File: src/rtl/ebus_dma_master.sv
// Z80 expansion-bus DMA master: requests the bus with BUSREQ, then runs single
// memory read/write cycles paced by the phi rising-edge strobe.
module ebus_dma_master #(
    parameter int ACK_TIMEOUT = 4095
) (
    input  logic        clk,
    input  logic        reset_n,
    input  logic        phi_re,
    input  logic        acquire,
    input  logic        release_req,
    input  logic        cmd_valid,
    input  logic        cmd_wr,
    input  logic [15:0] cmd_addr,
    input  logic [7:0]  cmd_wrdata,
    output logic        cmd_ready,
    output logic [7:0]  rd_data,
    output logic        rd_valid,
    output logic        owned,
    output logic        error,
    output logic        ebus_busreq_n,
    input  logic        ebus_busack_n,
    output logic [15:0] ebus_a_out,
    output logic [7:0]  ebus_d_out,
    output logic        ebus_rd_n_out,
    output logic        ebus_wr_n_out,
    output logic        ebus_mreq_n_out,
    output logic        ebus_ctl_oe,
    output logic        ebus_d_oe,
    input  logic [7:0]  ebus_d_in
);
    localparam int CNT_W = $clog2(ACK_TIMEOUT + 1);

    typedef enum logic [2:0] {
        S_IDLE, S_REQ, S_OWN, S_T1, S_T2, S_T3, S_HOLD
    } state_t;

    state_t           state, state_nxt;
    logic             ack_meta, ack_s;
    logic [CNT_W-1:0] tmo_cnt;
    logic             lat_wr;
    logic [15:0]      lat_addr;
    logic             bus_held, ack_lost, tmo_hit, accept;

    // busack_n arrives from the Z80 side with no timing relation to clk
    always_ff @(posedge clk or negedge reset_n) begin
        if (!reset_n) begin
            ack_meta <= 1'b1;
            ack_s    <= 1'b1;
        end else begin
            ack_meta <= ebus_busack_n;
            ack_s    <= ack_meta;
        end
    end

    always_comb begin
        bus_held = state inside {S_OWN, S_T1, S_T2, S_T3, S_HOLD};
        ack_lost = bus_held && ack_s;
        tmo_hit  = (state == S_REQ) && ack_s && (tmo_cnt == CNT_W'(ACK_TIMEOUT - 1));
        accept   = (state == S_OWN) && cmd_valid && !ack_s;
    end

    always_ff @(posedge clk or negedge reset_n) begin
        if (!reset_n) state <= S_IDLE;
        else          state <= state_nxt;
    end

    // Losing busack always wins; a pending command beats a release in OWN
    always_comb begin
        state_nxt = state;
        case (state)
            S_IDLE: if (acquire) state_nxt = S_REQ;
            S_REQ: begin
                if (!ack_s)           state_nxt = S_OWN;
                else if (tmo_hit)     state_nxt = S_IDLE;
                else if (release_req) state_nxt = S_IDLE;
            end
            S_OWN: begin
                if (ack_s)            state_nxt = S_IDLE;
                else if (cmd_valid)   state_nxt = S_T1;
                else if (release_req) state_nxt = S_IDLE;
            end
            S_T1:   if (ack_s) state_nxt = S_IDLE; else if (phi_re) state_nxt = S_T2;
            S_T2:   if (ack_s) state_nxt = S_IDLE; else if (phi_re) state_nxt = S_T3;
            S_T3:   if (ack_s) state_nxt = S_IDLE; else if (phi_re) state_nxt = S_HOLD;
            S_HOLD: state_nxt = ack_s ? S_IDLE : S_OWN;
            default: state_nxt = S_IDLE;
        endcase
    end

    always_ff @(posedge clk or negedge reset_n) begin
        if (!reset_n) begin
            tmo_cnt    <= '0;
            error      <= 1'b0;
            lat_wr     <= 1'b0;
            lat_addr   <= '0;
            ebus_d_out <= '0;
            ebus_a_out <= '0;
            rd_data    <= '0;
            rd_valid   <= 1'b0;
        end else begin
            rd_valid <= 1'b0;
            if (state == S_IDLE && acquire) begin
                error   <= 1'b0;
                tmo_cnt <= '0;
            end else if (state == S_REQ) begin
                tmo_cnt <= tmo_cnt + 1'b1;
            end
            if (tmo_hit || ack_lost)
                error <= 1'b1;
            if (accept) begin
                lat_wr     <= cmd_wr;
                lat_addr   <= cmd_addr;
                ebus_d_out <= cmd_wrdata;
            end
            if (state == S_T1 && phi_re && !ack_s)
                ebus_a_out <= lat_addr;
            // read data is sampled on the same edge that closes T3
            if (state == S_T3 && phi_re && !ack_s && !lat_wr) begin
                rd_data  <= ebus_d_in;
                rd_valid <= 1'b1;
            end
        end
    end

    always_comb begin
        ebus_busreq_n   = (state == S_IDLE);
        owned           = bus_held;
        ebus_ctl_oe     = bus_held;
        cmd_ready       = accept;
        ebus_mreq_n_out = !(state == S_T3);
        ebus_rd_n_out   = !(state == S_T3 && !lat_wr);
        ebus_wr_n_out   = !(state == S_T3 && lat_wr);
        ebus_d_oe       = (state == S_T3 || state == S_HOLD) && lat_wr;
    end

endmodule
File: config.mk
export PLATFORM = sky130hd
export DESIGN_NAME = ebus_dma_master
export DESIGN_NICKNAME = d
export VERILOG_FILES = /design/src/rtl/ebus_dma_master.sv
export SDC_FILE = /design/constraint.sdc
export NUM_CORES = 1
export LEC_CHECK = 0
export ABC_AREA = 0
export ABC_CLOCK_PERIOD_IN_PS = 2950
export BUFFER_PORTS_ARGS = -buffer_cell sky130_fd_sc_hd__buf_2
export CAP_MARGIN = 20
export CORE_MARGIN = 1.5
export CORE_UTILIZATION = 35
export DETAILED_ROUTE_END_ITERATION = 7
export PLACE_DENSITY_LB_ADDON = 0.05
export SLEW_MARGIN = 30
export SYNTH_ARGS = -nofsm -noshare
export SYNTH_HDL_FRONTEND = slang
export SYNTH_SLANG_ARGS = --single-unit
export TNS_END_PERCENT = 100
File: constraint.sdc
create_clock -name clk -period 2.95 [get_ports clk]
set_clock_uncertainty 0.2 [all_clocks]
set_input_delay 0.1475 -clock clk [delete_from_list [all_inputs] [get_ports clk]]
set_output_delay 0.1475 -clock clk [all_outputs]
set_load 0.01 [all_outputs]
# Word-level counts from Yosys, hierarchy flattened

Index checks and enable logic that the tools add are counted.

Flip-flop bits (word level): 68

Add/subtract/negate cells: 1
Equal/unequal tests: 11
Multiplexer cells: 19
Reductions and logical operators: 26

Operators by type and width:

| kind                                                 | count |
|---|---|
| two-way mux 3 bit                                    | 12 |
| two-way mux 12 bit                                   | 2 |
| one-hot mux 3 bit (7 select lines)                   | 1 |
| logical AND 1 bit                                    | 14 |
| adder 12 x 1 -> 12 bit (second input constant)       | 1 |
| equality test 12 bit (second input constant)         | 1 |
| equality test 3 bit (second input constant)          | 3 |
| != test 3 bit (second input constant)                | 3 |
| equality test 3 x 2 -> 1 bit (second input constant) | 2 |
| logical NOT 1 bit                                    | 5 |
| nonzero test 5 bit                                   | 1 |
| AND reduction 4 bit                                  | 1 |
| nonzero test 2 bit                                   | 2 |
| equality test 3 x 1 -> 1 bit (second input constant) | 1 |
| logical NOT 3 bit                                    | 1 |
| two-way mux 1 bit                                    | 3 |
| logical OR 1 bit                                     | 2 |
| two-way mux 2 bit                                    | 1 |
| != test 2 bit (second input constant)                | 1 |

# Depth between registers and ports, before layout

Word-level depth: 6
Gate-level depth with buffers: 7

# Worst setup path before layout

OpenSTA, ideal clock, no wires.

Path kind: register to register
Start point: reg state[1]
End point: reg rd_data[0]
Arrival time: 1.793 ns
Path slack: 0.831 ns
Stages on the path, launching flop included: 7
Cells stage by stage: dfrtp_1 > and2b_4 > nand2_2 > or2_1 > or3b_1 > buf_6 > mux2_4

Longest elaborated chain between the ends: 4

RTL lines:

| element                         | line | source |
|---|---|---|
| from (decl)                     | 37   | `state_t state, state_nxt;` |
| from (signal assigned)          | 64   | `else state <= state_nxt;` |
| equality test 3 bit             | 118  | `if (state == S_T3 && phi_re && !ack_s && !lat_wr) begin` |
| logical AND 1 bit (3 in series) | 118  |  |
| to (signal assigned)            | 119  | `rd_data <= ebus_d_in;` |
| to (decl)                       | 16   | `output logic [7:0] rd_data,` |

Every way passes these cells.
A chain may end at the register's enable or synchronous reset.

# Final worst setup path

Same ends and word-level chain as after synthesis.

==> summary.md <==
| Metric | Value |
|---|---|
| Dpl hpwl | `4010 um` |
| GR Util met3 | `7.28%` |
| Final setup viols | `0` |
| Met1 usage | `18.5%` |
| RSZ-0062 raised after global routing | `no` |
| Nets@finish | `382` |
| Sum Neg Setup Slack | `0 ns` |
| Multi-input logic area | `1110 um^2` |
| Pins over their slew limit | `0` |
| Vias in the first global route | `2135` |
| Core footprint | `7850 um^2` |
| Final ANT Viol Nets | `0` |
| Via density | `4.68` |
| CTS tree | `built` |
| Kind of critical path | `reg -> reg` |
| Register area | `1700 um^2` |
| Clock Sinks | `68` |
| Synthesized flop and latch total | `68` |
| Synthesized instance count | `217` |
| WP data required | `2.98 ns` |
| 1st-iter DRT viols | `84` |
| Final worst setup slack | `0.501 ns` |
| Number of max-cap violations | `0` |
| First-pass GRT wire length | `10100 um` |
| Syn avg cell area | `13.3 um^2` |
| Total die area | `8790 um^2` |
| GRT Max-Usage Layer | `met2` |
| Crit end category | `flop` |
| Design Area, Final | `3980 um^2` |
| Final period util | `83.0%` |
| ANT cells | `0` |
| Syn. warnings | `0` |
| Worst Hold Class | `in -> async` |
| Leakage | `1.96 nW` |
| Outcome | `finished, final reports clean` |
| Worst Path Arrival | `2.48 ns` |
| GRT Resource Usage Total | `15.3%` |
| Reg clk slew, reported paths | `0.07 ns` |
| Largest net degree at the start of global routing | `31` |
| Root buf cell | `clkbuf_8` |
| Post-CTS Resized | `0` |
| GRT Residual Overflow | `0` |
| Starting density of the core | `36.8%` |
| Net Count, Synth | `259` |
| Antenna violations before repair | `0` |
| Routed wire per std cell | `13.7 um` |
| Pwr Density | `829 nW/um^2` |
| Final Hold Vio Count | `0` |
| TritonCTS Buffers | `9` |
| Drt drc | `0` |
| Final Non-Filler Cells | `446` |
| Synth Cell Area | `2880 um^2` |
| Worst-Margin Slew | `0.549 ns` |
| Vias | `2086` |
| Number of port buffers | `81` |
| Worst-path fanout max | `13` |
| Dpl cell area | `3400 um^2` |
| Pre-CTS setup slack | `0.537 ns` |
| Placer congestion estimate | `0.756` |
| Clk buf depth | `2` |
| Worst Setup Start Kind | `flop` |
| DIE WIDTH | `93.8 um` |
| # fillers | `749` |
| Final wirelength | `6090 um` |
| Fmax | `0.408 GHz` |
| Sequential area share after synthesis | `59.1%` |
| Max IR drop VDD | `0.394 mV` |
| Met2 global-route usage | `24.2%` |
| Clk_lat worst skew | `0.34 ns` |
| Total power | `3.30 mW` |
| Cells after DPL | `394` |
| Distinct cells, synth | `42` |
| Drt pass-1 iters | `4` |
| Layout area overhead | `38.1%` |
| I/O pin count | `82` |
| H-Tree Depth | `3` |
| Rel. slew slack | `63.4%` |
| Crit path time final | `2.45 ns` |
| Core Rows | `32` |
| Die height | `93.8 um` |
| Share of layout cells above drive strength 1 | `41.6%` |
## area by class of cell
class / count / share of cell area (%)
inverters: 3 / 0.283
clock buffers: 9 / 3.11
flip-flops and latches: 68 / 42.8
repair buffers: 123 / 20.4
well taps: 102 / 3.20
multi-input cells: 135 / 28.0
clock inverters: 6 / 2.26
## cells in the final DEF (no fill, tap or decap), drive strengths merged, types with 2 or more instances in the layout
master	instances
a21oi	7
and2	2
buf	86
bufinv	2
clkbuf	9
clkinv	3
dfrtp	66
dfstp	2
dlygate4sd3	37
ha	2
inv	3
mux2	49
nand2	8
nand2b	3
nand3	7
nand4	2
nor2	18
nor3	4
nor4	2
o211ai	2
o21ai	2
or2	2
or3b	3
xnor2	4
xor2	6
## final timing paths
path	from	slack, ns	cells after the start	end
worst min-delay path	reset_n	0.07	2	tmo_cnt[1]$_DFFE_PN0P_
min in group clk	acquire	0.14	5	state[1]$_DFFE_PN0P_
worst max register to register	state[1]$_DFFE_PN0P_	0.50	5	rd_data[0]$_DFFE_PN0P_
worst max-delay path	state[1]$_DFFE_PN0P_	0.50	5	rd_data[0]$_DFFE_PN0P_
max in group asynchronous	reset_n	1.74	3	ebus_d_out[3]$_DFFE_PN0P_
worst min register to register	ack_meta$_DFF_PN1_	0.16	0	ack_s$_DFF_PN1_
## cell usage after synthesis
library cell  instances  area, um^2
a21o_1                1        7.51
a21oi_1               7        35.0
a22o_1                1        8.76
and2_1                2        12.5
and2b_4               1        10.0
and3_1                1        6.26
and4_1                1        8.76
buf_2                 4        20.0
buf_4                 2        15.0
buf_6                 1        11.3
clkbuf_1              4        15.0
dfrtp_1              66        1650
dfstp_2               2        52.6
ha_1                  2        25.0
inv_1                 3        11.3
mux2_1               14         158
mux2_2               27         304
mux2_4                8         120
nand2_1               7        26.3
nand2_2               1        6.26
nand2b_1              3        18.8
nand3_1               7        35.0
nand3b_1              1        7.51
nand4_1               2        12.5
nand4b_1              1        8.76
nor2_1               17        63.8
nor2_2                1        6.26
nor2b_1               1        6.26
nor3_1                3        15.0
nor3_2                1        10.0
nor3b_1               1        7.51
nor4_1                2        12.5
o211a_1               1        10.0
o211ai_1              2        15.0
o21ai_0               2        10.0
o21bai_1              1        7.51
o22ai_1               1        6.26
or2_1                 2        12.5
or3b_1                2        17.5
or3b_2                1        8.76
xnor2_1               4        35.0
xor2_1                6        52.6
## layer usage
layer,up-vias,wire (um)
met4,0,87
met1,1024,2620
met2,50,3030
met3,10,351
li1,1002,-
met5,-,0
## kinds of logic after synthesis
| kind of cell | count (synthesis) | share of synthesized area (%) |
|---|---|---|
| AO/OA/AOI/OAI | 16 | 3.47 |
| flip-flops | 68 | 59.1 |
| adder cells (fa/ha/maj) | 2 | 0.868 |
| buffers and inverters | 14 | 2.52 |
| multiplexers | 49 | 20.2 |
| AND/OR/NAND/NOR | 58 | 10.8 |
| XOR/XNOR | 10 | 3.04 |
## state kept, by name, indices dropped and copies added (netlist names)
name,count
rd_data,8
ack_meta,1
ebus_d_out,8
state,3
tmo_cnt,12
lat_wr,1
lat_addr,16
ebus_a_out,16
rd_valid,1
error,1
ack_s,1
## worst max-delay path: stages (launching register included)
cell,delay (ns)
dfrtp_1,0.51
and2b_4,0.33
nand2_2,0.05
or2_1,0.23
or3b_1,0.62
mux2_4,0.39
## power by group
group          total (mW)  internal (mW)  switching [mW]  leakage (nW)
registers            1.47           1.26           0.209         0.868
clock network       0.827          0.472           0.355         0.105
logic                1.01          0.546           0.459         0.984
## repair_timing
item,in CTS,in global routing
buffers inserted,0,0
hold buffers,37,0
hold endpoints to repair,73,0
setup endpoints to repair,0,0
## metrics by stage
stage	util (%)	hold WS [ns]
floorplan	-	-0.348
global placement	43.3	-0.0856
finish	50.8	0.0749
CTS	50.8	0.0733
detailed placement	43.3	-0.0814
global route	50.8	0.0951
No activity file was read; power rests on OpenSTA's default activity.
